`src/rtl/toy_vdispatch.sv`:
```
// In-order vector instruction dispatcher feeding toy_vcore: buffers instructions,
// checks unit occupancy and a register write scoreboard, and issues one-cycle op pulses.
package toy_vpack;
  localparam int V_OPC_WIDTH     = 7;
  localparam int V_REG_IDX_WIDTH = 6;
endpackage

module toy_vdispatch
  import toy_vpack::*;
#(
  parameter int FIFO_DEPTH = 4,
  parameter int MTX_BUSY   = 4,
  parameter int ALU_BUSY   = 1,
  parameter int LSU_BUSY   = 2,
  parameter int WB_LAT     = 3
) (
  input  logic                         clk,
  input  logic                         rst_n,
  input  logic                         vinst_vld,
  output logic                         vinst_rdy,
  input  logic [1:0]                   vinst_unit,
  input  logic [V_OPC_WIDTH-1:0]       vinst_opcode,
  input  logic [V_REG_IDX_WIDTH-1:0]   vinst_vs1,
  input  logic [V_REG_IDX_WIDTH-1:0]   vinst_vs2,
  input  logic [V_REG_IDX_WIDTH-1:0]   vinst_rd,
  input  logic                         vinst_rd_wr,
  output logic                         vmtx_op_en,
  output logic [V_OPC_WIDTH-1:0]       vmtx_opcode,
  output logic [V_REG_IDX_WIDTH-1:0]   vmtx_vs1,
  output logic [V_REG_IDX_WIDTH-1:0]   vmtx_vs2,
  output logic                         valu_op_en,
  output logic [V_OPC_WIDTH-1:0]       valu_opcode,
  output logic [V_REG_IDX_WIDTH-1:0]   valu_vs1,
  output logic [V_REG_IDX_WIDTH-1:0]   valu_vs2,
  output logic [4:0]                   valu_rd,
  output logic                         vlsu_op_en,
  output logic [V_OPC_WIDTH-1:0]       vlsu_opcode,
  output logic [V_REG_IDX_WIDTH-1:0]   vlsu_vs1,
  output logic [V_REG_IDX_WIDTH-1:0]   vlsu_vs2,
  output logic [V_REG_IDX_WIDTH-1:0]   vlsu_rd,
  output logic                         vinst_illegal,
  output logic [$clog2(FIFO_DEPTH):0]  fifo_cnt,
  output logic                         idle
);

  localparam int PTR_W  = $clog2(FIFO_DEPTH);
  localparam int CNT_W  = PTR_W + 1;
  localparam int NREG   = 2 ** V_REG_IDX_WIDTH;
  localparam int SB_W   = $clog2(WB_LAT + 1);
  localparam int BUSY_W = $clog2(MTX_BUSY + ALU_BUSY + LSU_BUSY + 1);
  localparam logic [1:0] U_MTX = 2'd0;
  localparam logic [1:0] U_ALU = 2'd1;
  localparam logic [1:0] U_LSU = 2'd2;
  localparam logic [1:0] U_ILL = 2'd3;

  typedef struct packed {
    logic [1:0]                 unit;
    logic [V_OPC_WIDTH-1:0]     opc;
    logic [V_REG_IDX_WIDTH-1:0] vs1;
    logic [V_REG_IDX_WIDTH-1:0] vs2;
    logic [V_REG_IDX_WIDTH-1:0] rd;
    logic                       rd_wr;
  } inst_t;

  inst_t                fifo_mem [FIFO_DEPTH];
  logic [PTR_W-1:0]     wr_ptr, rd_ptr;
  logic [BUSY_W-1:0]    mtx_busy, alu_busy, lsu_busy;
  logic [SB_W-1:0]      sb_cnt [NREG];
  inst_t                head;
  logic                 empty, full, push, pop;
  logic                 unit_free, hazard, do_issue, drop_ill, sb_any;

  assign head  = fifo_mem[rd_ptr];
  assign empty = (fifo_cnt == '0);
  assign full  = (fifo_cnt == CNT_W'(FIFO_DEPTH));
  assign push  = vinst_vld && !full;

  always_comb begin
    unit_free = 1'b0;
    case (head.unit)
      U_MTX:   unit_free = (mtx_busy == '0);
      U_ALU:   unit_free = (alu_busy == '0);
      U_LSU:   unit_free = (lsu_busy == '0);
      default: unit_free = 1'b0;
    endcase
  end

  // rd is checked only for writers: a WAW must wait for the earlier write to retire
  assign hazard   = (sb_cnt[head.vs1] != '0) || (sb_cnt[head.vs2] != '0) ||
                    (head.rd_wr && (sb_cnt[head.rd] != '0));
  assign drop_ill = !empty && (head.unit == U_ILL);
  assign do_issue = !empty && (head.unit != U_ILL) && unit_free && !hazard;
  assign pop      = drop_ill || do_issue;

  always_comb begin
    sb_any = 1'b0;
    for (int i = 0; i < NREG; i++) begin
      if (sb_cnt[i] != '0) sb_any = 1'b1;
    end
  end

  // Both status flags read low while reset is held
  assign vinst_rdy = rst_n && !full;
  assign idle      = rst_n && empty && (mtx_busy == '0) && (alu_busy == '0) &&
                     (lsu_busy == '0) && !sb_any;

  always_ff @(posedge clk) begin
    if (push) begin
      fifo_mem[wr_ptr] <= '{unit: vinst_unit, opc: vinst_opcode, vs1: vinst_vs1,
                            vs2: vinst_vs2, rd: vinst_rd, rd_wr: vinst_rd_wr};
    end
  end

  always_ff @(posedge clk or negedge rst_n) begin
    if (!rst_n) begin
      wr_ptr        <= '0;
      rd_ptr        <= '0;
      fifo_cnt      <= '0;
      mtx_busy      <= '0;
      alu_busy      <= '0;
      lsu_busy      <= '0;
      for (int i = 0; i < NREG; i++) sb_cnt[i] <= '0;
      vmtx_op_en    <= 1'b0;
      valu_op_en    <= 1'b0;
      vlsu_op_en    <= 1'b0;
      vinst_illegal <= 1'b0;
      vmtx_opcode   <= '0;
      vmtx_vs1      <= '0;
      vmtx_vs2      <= '0;
      valu_opcode   <= '0;
      valu_vs1      <= '0;
      valu_vs2      <= '0;
      valu_rd       <= '0;
      vlsu_opcode   <= '0;
      vlsu_vs1      <= '0;
      vlsu_vs2      <= '0;
      vlsu_rd       <= '0;
    end else begin
      if (push) wr_ptr <= wr_ptr + PTR_W'(1);
      if (pop)  rd_ptr <= rd_ptr + PTR_W'(1);
      case ({push, pop})
        2'b10:   fifo_cnt <= fifo_cnt + CNT_W'(1);
        2'b01:   fifo_cnt <= fifo_cnt - CNT_W'(1);
        default: fifo_cnt <= fifo_cnt;
      endcase

      if (do_issue && head.unit == U_MTX) mtx_busy <= BUSY_W'(MTX_BUSY - 1);
      else if (mtx_busy != '0)            mtx_busy <= mtx_busy - BUSY_W'(1);
      if (do_issue && head.unit == U_ALU) alu_busy <= BUSY_W'(ALU_BUSY - 1);
      else if (alu_busy != '0)            alu_busy <= alu_busy - BUSY_W'(1);
      if (do_issue && head.unit == U_LSU) lsu_busy <= BUSY_W'(LSU_BUSY - 1);
      else if (lsu_busy != '0)            lsu_busy <= lsu_busy - BUSY_W'(1);

      for (int i = 0; i < NREG; i++) begin
        if (do_issue && head.rd_wr && head.rd == V_REG_IDX_WIDTH'(i))
          sb_cnt[i] <= SB_W'(WB_LAT);
        else if (sb_cnt[i] != '0)
          sb_cnt[i] <= sb_cnt[i] - SB_W'(1);
      end

      // Issue stage: only the selected group's fields move
      vmtx_op_en    <= do_issue && (head.unit == U_MTX);
      valu_op_en    <= do_issue && (head.unit == U_ALU);
      vlsu_op_en    <= do_issue && (head.unit == U_LSU);
      vinst_illegal <= drop_ill;
      if (do_issue && head.unit == U_MTX) begin
        vmtx_opcode <= head.opc;
        vmtx_vs1    <= head.vs1;
        vmtx_vs2    <= head.vs2;
      end
      if (do_issue && head.unit == U_ALU) begin
        valu_opcode <= head.opc;
        valu_vs1    <= head.vs1;
        valu_vs2    <= head.vs2;
        valu_rd     <= head.rd[4:0];
      end
      if (do_issue && head.unit == U_LSU) begin
        vlsu_opcode <= head.opc;
        vlsu_vs1    <= head.vs1;
        vlsu_vs2    <= head.vs2;
        vlsu_rd     <= head.rd;
      end
    end
  end

endmodule

```
`config.mk`:
```
export PLATFORM = sky130hd
export DESIGN_NAME = toy_vdispatch
export DESIGN_NICKNAME = d
export VERILOG_FILES = /design/src/rtl/toy_vdispatch.sv
export SDC_FILE = /design/constraint.sdc
export NUM_CORES = 1
export LEC_CHECK = 0
export ABC_AREA = 1
export ABC_CLOCK_PERIOD_IN_PS = 3200
export CORE_MARGIN = 3
export CORE_UTILIZATION = 23
export DETAILED_ROUTE_END_ITERATION = 16
export PLACE_DENSITY = 0.5
export SETUP_SLACK_MARGIN = 0.5
export SLEW_MARGIN = 20
export SYNTH_ARGS = -nofsm -noshare
export SYNTH_HDL_FRONTEND = slang
export SYNTH_SLANG_ARGS = --single-unit
```
`constraint.sdc`:
```
create_clock -name clk -period 3.2 [get_ports clk]
set_clock_uncertainty 0.2 [all_clocks]
set_input_delay 0.32 -clock clk [delete_from_list [all_inputs] [get_ports clk]]
set_output_delay 0.32 -clock clk [all_outputs]
set_load 0.02 [all_outputs]
```
-- After elaboration in Yosys (flattened, before gate mapping)
Memories as Yosys holds them, arrays and structs flattened.
Index checks and enable logic that the tools add are counted.
- register bits: 216
- bits in latches: 0
- bits in writable memories: 112
- bits in read-only memories: 0
- word-level logic and storage cells: 675
- memories kept: 1
- memory list (memory ; words ; bits a word ; read ports ; clocked after memory_dff ; wr ports ; line ; source):
    fifo_mem ; 4 ; 28 ; 1 ; 0 ; 1 ; 65 ; inst_t fifo_mem [FIFO_DEPTH];
- add/sub/neg operators: 71
- multipliers: 0
- div/mod/pow operators: 0
- order comparisons: 3
- eq/ne operators: 70
- shift-type cells: 0
- mux-type cells: 211
- bitwise logic cells: 3
- reduce and logical (&&, ||, !) cells: 231
- operator list (operator ; count):
    $reduce_bool 2->1 ; 135
    $mux 2 ; 134
    $eq 6x6->1 const B ; 32
    $sub 2x1->2 const B ; 64
    $eq 6x5->1 const B ; 16
    $logic_and 1x1->1 ; 80
    $mux 1 ; 66
    $eq 6x4->1 const B ; 8
    $bmux 2 s6 ; 3
    $eq 6x3->1 const B ; 4
    $ge 7x7->1 const B ; 3
    $not 6->7 ; 3
    $mux 3 ; 6
    $eq 6x2->1 const B ; 2
    $logic_not 3->1 ; 4
    $sub 3x1->3 const B ; 4
    $reduce_bool 3->1 ; 3
    $eq 2x2->1 const B ; 3
    $eq 6x1->1 const B ; 1
    $logic_not 6->1 ; 1
    $pmux 3 s2 ; 1
    $add 2x1->2 const B ; 2
    $eq 2x1->1 const B ; 2
    $logic_not 1->1 ; 4
    other kinds (6) ; 8

-- Logic depth before layout (Yosys ltp)
Gate-level depths: netlist (run 1).
- depth after elaboration: 67
- depth in mapped cells: 27

-- Worst setup path before layout (run 1)
OpenSTA, ideal clock, no wires.
- path type: reg-to-reg
- start: register rd_ptr[0]
- end: register fifo_cnt[2]
- arrival: 3029 ps
- required time: 2869 ps
- path slack: -160 ps
- cell stages (with the launch flop): 22
- buffers on the path: 2
- clock period less this slack: 3360 ps
- path through: dfrtp_1 > inv_2 > buf_4 > buf_2 > nand2_1 > a32oi_2 > inv_2 > nor2_2 > inv_1 > nor2_1 > nor2_1 > nand2_1 > nand2_1 > nand2_1 > nand3_1 > nand2_1 > ha_1 > inv_1 > fa_1 > a21oi_1 > o21ai_0 > xor2_1
- longest elaborated chain between the ends: 13
- elaborated cells between the ends (all ways): 35
- RTL lines (what ; line ; source):
    start, declared ; 66 ; logic [PTR_W-1:0] wr_ptr, rd_ptr;
    start signal, assigned ; 140 ; if (pop) rd_ptr <= rd_ptr + PTR_W'(1);
    $mem_v2 4x28 * ; n/a ;
    $not 6->7 (on tied branches) ; 89, 90 ;
    $bmux 2 s6 (on tied branches) ; 89, 90 ;
    $mux 2 (on tied branches) (2 in a row) ; 89, 90 ;
    $reduce_bool 2->1 (on tied branches) ; 89, 90 ;
    $logic_or 1x1->1 / $logic_and 1x1->1 (equally long branches) ; 89, 90 ;
    $logic_or 1x1->1 ; 89 ; assign hazard = (sb_cnt[head.vs1] != '0) || (sb_cnt[head.vs2] != '0) ||
    $logic_not 1->1 ; 92 ; assign do_issue = !empty && (head.unit != U_ILL) && unit_free && !hazard;
    $logic_and 1x1->1 ; 92 ;
    $logic_or 1x1->1 * ; 93 ; assign pop = drop_ill || do_issue;
    named net pop ; 70 ; logic empty, full, push, pop;
    $eq 2x1->1 / $eq 2x2->1 (equally long branches) ; 141 ; case ({push, pop})
    $pmux 3 s2 / $reduce_bool 2->1 (equally long branches) ; n/a ;
    end signal, assigned ; 142 ; 2'b10: fifo_cnt <= fifo_cnt + CNT_W'(1);
    end signal, assigned ; 143 ; 2'b01: fifo_cnt <= fifo_cnt - CNT_W'(1);
    end signal, assigned ; 144 ; default: fifo_cnt <= fifo_cnt;
    end, declared ; 42 ; output logic [$clog2(FIFO_DEPTH):0] fifo_cnt,
Mark *: on every way through the listed nets, which the timed path passes. The rest lies on a longest branch. The select of a mux whose other input is x is not followed.
A chain may end at the register's enable or synchronous reset.

-- Worst setup path in the final report (run 1)
Ends and elaborated chain as after synthesis.

==> summary.md, run 1 <==
| Metric | Value |
|---|---|
| Status | `finished, violations left` |
| Violated checks | `negative setup slack` |
| Num CTS Buffers | `40` |
| Largest net degree at the start of global routing | `118` |
| Die ar. | `0.0835 mm2` |
| Reg2reg end | `fifo_cnt[2]` |
| Gr ovfl total | `0` |
| Core area | `0.0791 mm2` |
| Initial antenna violation count | `0` |
| RSZ-0062 raised after global routing | `yes` |
| Number of global-route vias before repair | `16000` |
| Worst Tran Pin Value | `0.816 ns` |
| Simple-gate share of the synthesized area | `0.283` |
| Drt via density | `4.59` |
| Num Clock Sinks | `328` |
| Clk_lat worst skew | `0.58 ns` |
| Met2 Wirelength | `28.9 mm` |
| Hold path start | `vinst_vs1[1]` |
| GRT Util Overall | `0.154` |
| Crit path from | `rd_ptr[0]` |
| Layout cells sized above 1 | `0.138` |
| Seq cells post-synth | `328` |
| Synthesized area per cell | `7.98 um2` |
| Hold path depth | `1` |
| Hpwl dp | `45.5 mm` |
| Via Count | `16600` |
| Tcrit/Tclk final | `1.11` |
| Worst r2r src | `rd_ptr[0]` |
| Row Count | `103` |
| Max Cap Viol | `0` |
| Fill cells | `8485` |
| Mux share of post-synthesis cell area | `0` |
| Crit path kind | `reg -> reg` |
| Setup Viol. Count Final | `188` |
| Root buf cell | `clkbuf_16` |
| Final setup margin | `-0.356 ns` |
| Antenna-violating nets left | `0` |
| Worst R2R Setup Slack | `-0.36 ns` |
| Yosys warns | `0` |
| Max layer used | `met4` |
| Drt first pass iters | `5` |
| Inserted Diodes | `0` |
| Storage element area | `0.00877 mm2` |
| Critical Path RT | `3.46 ns` |
| Gpl congestion | `0.950` |
| Post-Synth Adder-Cell Area | `0.0520` |
| Max Transition Viols Final | `0` |
| Met1 Routed Length | `30.0 mm` |
| WL/cell | `18.0 um` |
| Mapped cell area | `0.0184 mm2` |
| Synth Area in Compound Gates | `0.0818` |
| Worst Hold Class | `in -> reg` |
| Multi-input logic area | `0.00859 mm2` |
| Post-Route WL | `65.1 mm` |
| TNS Setup | `-23.08 ns` |
| Post-synthesis sequential area ratio | `0.476` |
| First DRT Iteration DRCs | `1396` |
| Final Hold Fails | `0` |
| Initial Util | `0.233` |
| Ports | `108` |
| Crit end category | `register` |
| Synth unique cells | `37` |
| Worst-path clk slew | `0.06 ns` |
| CTS tree | `built` |
| Clock buffer depth | `3` |
| Syn Inst Count | `2310` |
| Commonest non-fill, non-tap cells in the layout | `735 x nand2_1, 215 x dfrtp_1, 195 x nand3_1` |
| Xor/xnor share of the synthesized area | `0.0333` |
| Minimum clock period | `3.56 ns` |
| H-tree depth | `2` |
| Max Clock Freq | `0.281 GHz` |
| Largest family of logic cells by synthesized area | `simple AND/OR/NAND/NOR gates` |
| First-pass GRT wire length | `99.1 mm` |
| Fin nets | `2650` |
| Area grow syn2layout | `30.3%` |
| Slew margin rel. | `0.456` |
| Syn Nets | `2417` |
| R2R cell count | `24` |
| DR WL met3 | `3.75 mm` |
| Crit-path max FO | `11` |
| Critical Path AT | `3.81 ns` |
| Die width | `289 um` |
| Commonest non-fill, non-tap cell in the layout | `nand2_1` |
| Drt drc | `0` |
| DIE HEIGHT | `289 um` |
| End of the worst hold path | `fifo_mem[2][14]` |
| PortBufs | `107` |
| Type of origin of the critical path | `register` |
[layer usage]
metal | GRT usage | vias up
met2 | 0.242 | 511
met5 | 0 | -
met4 | 0.0566 | 0
met1 | 0.215 | 7889
li1 | - | 8090
met3 | 0.0242 | 125
[synthesized netlist by cell type]
cell | number | share of area
a32oi_1 | 6 | 0.0029
a31oi_1 | 1 | 0.00034
o21ai_1 | 139 | 0.038
nor3_1 | 3 | 0.00081
a21oi_2 | 1 | 0.00048
nor2_2 | 6 | 0.0020
ha_1 | 75 | 0.051
nand4_1 | 80 | 0.027
xnor2_1 | 2 | 0.00095
nand3_2 | 6 | 0.0033
nand4_2 | 2 | 0.0014
a32oi_2 | 4 | 0.0035
o221ai_1 | 1 | 0.00048
buf_4 | 16 | 0.0065
buf_1 | 6 | 0.0012
o22ai_1 | 8 | 0.0027
buf_6 | 2 | 0.0012
clkinv_1 | 1 | 0.00020
nand2_1 | 763 | 0.16
dfrtp_1 | 216 | 0.29
inv_2 | 18 | 0.0037
nor4_1 | 8 | 0.0027
nand3_1 | 206 | 0.056
clkbuf_1 | 29 | 0.0059
nand2_2 | 5 | 0.0017
inv_1 | 198 | 0.040
edfxtp_1 | 112 | 0.18
a21oi_1 | 55 | 0.015
nor2_4 | 2 | 0.0012
buf_2 | 54 | 0.015
nor2_1 | 143 | 0.029
nand3b_1 | 6 | 0.0024
fa_1 | 1 | 0.0011
xor2_1 | 68 | 0.032
o211ai_2 | 1 | 0.00068
o21ai_0 | 65 | 0.018
o31ai_1 | 1 | 0.00041
[cells by family (layout without fill, tap and decap cells)]
| group | after synthesis | in the layout |
|---|---|---|
| xor gates and xnor gates | 70 | 70 |
| AOI/OAI and AO/OA | 282 | 282 |
| DFF | 328 | 328 |
| buffers and inverters | 324 | 586 |
| adders and majority gates | 76 | 76 |
| and+or+nand+nor | 1230 | 1231 |
[cell type report]
type	count	share of cell area
sequential	328	0.365
clock buffer	56	0.0476
clock inverter	16	0.0102
inverter	217	0.0345
tap	1050	0.0547
multi-input combinational	1659	0.358
timing repair buffer	297	0.130
[critical path: stages, from the launching register on]
cell and delay, ns:
dfrtp_2 0.45, inv_4 0.08, nand2_4 0.07, nand3_4 0.17, buf_12 0.21, buf_16 0.16
nand3_1 0.07, nand2_1 0.06, nand2_1 0.07, nand2_2 0.08, nand2_1 0.07, nand2_1 0.08
o21ai_1 0.16, nand2_1 0.09, nor2_2 0.12, nand2_2 0.10, nand2_2 0.10, nand3_4 0.11
nand2_4 0.10, ha_4 0.12, inv_2 0.04, fa_2 0.35, a21oi_2 0.14, o21ai_2 0.07
xor2_1 0.14
[stage by stage]
step           hold slack (ns)  area [um2]  utilization  std cells  setup slack, ns
2_1_floorplan           -0.176       18600            -       2310           0.0675
3_3_place_gp           -0.0320       21900        0.276       3524           -0.407
3_5_place_dp           -0.0358       21900        0.276       3524           -0.405
4_1_cts                  0.155       23800        0.301       3612           -0.289
5_1_grt                  0.179       24000        0.303       3623           -0.507
6_report                 0.181       24000        0.303       3623           -0.356
[sequential cells by signal, indices dropped and copies added (netlist names), 2 cells and up]
name         flops
valu_vs1         6
lsu_busy         3
vlsu_vs1         6
mtx_busy         3
vmtx_vs1         6
vmtx_vs2         6
vlsu_opcode      7
vlsu_rd          6
wr_ptr           2
vmtx_opcode      7
alu_busy         3
sb_cnt         128
rd_ptr           2
fifo_cnt         3
valu_opcode      7
vlsu_vs2         6
valu_rd          5
valu_vs2         6
fifo_mem       112
[worst max path at each step]
stage                              to  slack (ns)  depth (start not counted)
after floorplan           fifo_cnt[2]        0.07                         26
after global routing      fifo_cnt[2]       -0.51                         24
after CTS                 fifo_cnt[2]       -0.29                         24
final                     fifo_cnt[2]       -0.36                         24
after detailed placement  fifo_cnt[2]       -0.40                         25
after global placement    fifo_cnt[2]       -0.41                         24
[repair_timing]
| action | CTS | global route |
|---|---|---|
| pin swaps | 2 | 6 |
| hold buffers | 1 | 0 |
| endpoints found under the hold margin | 216 | 0 |
| setup buffers | 8 | 6 |
| cloned | 7 | 5 |
| setup endpoints to repair | 213 | 213 |
| gates resized for setup | 64 | 22 |
Power of run 1 is not shown: default switching activity piles up to over one toggle a cycle in this logic, so the estimate is an artifact.
==> run 2: changes to the inputs <==
Settings changed: CTS_CLUSTER_SIZE from default to 28.
==> results of run 2 <==
Final layout, timing and power as in run 1 (identical DEF).
Power of run 2 is left out for the same reason.
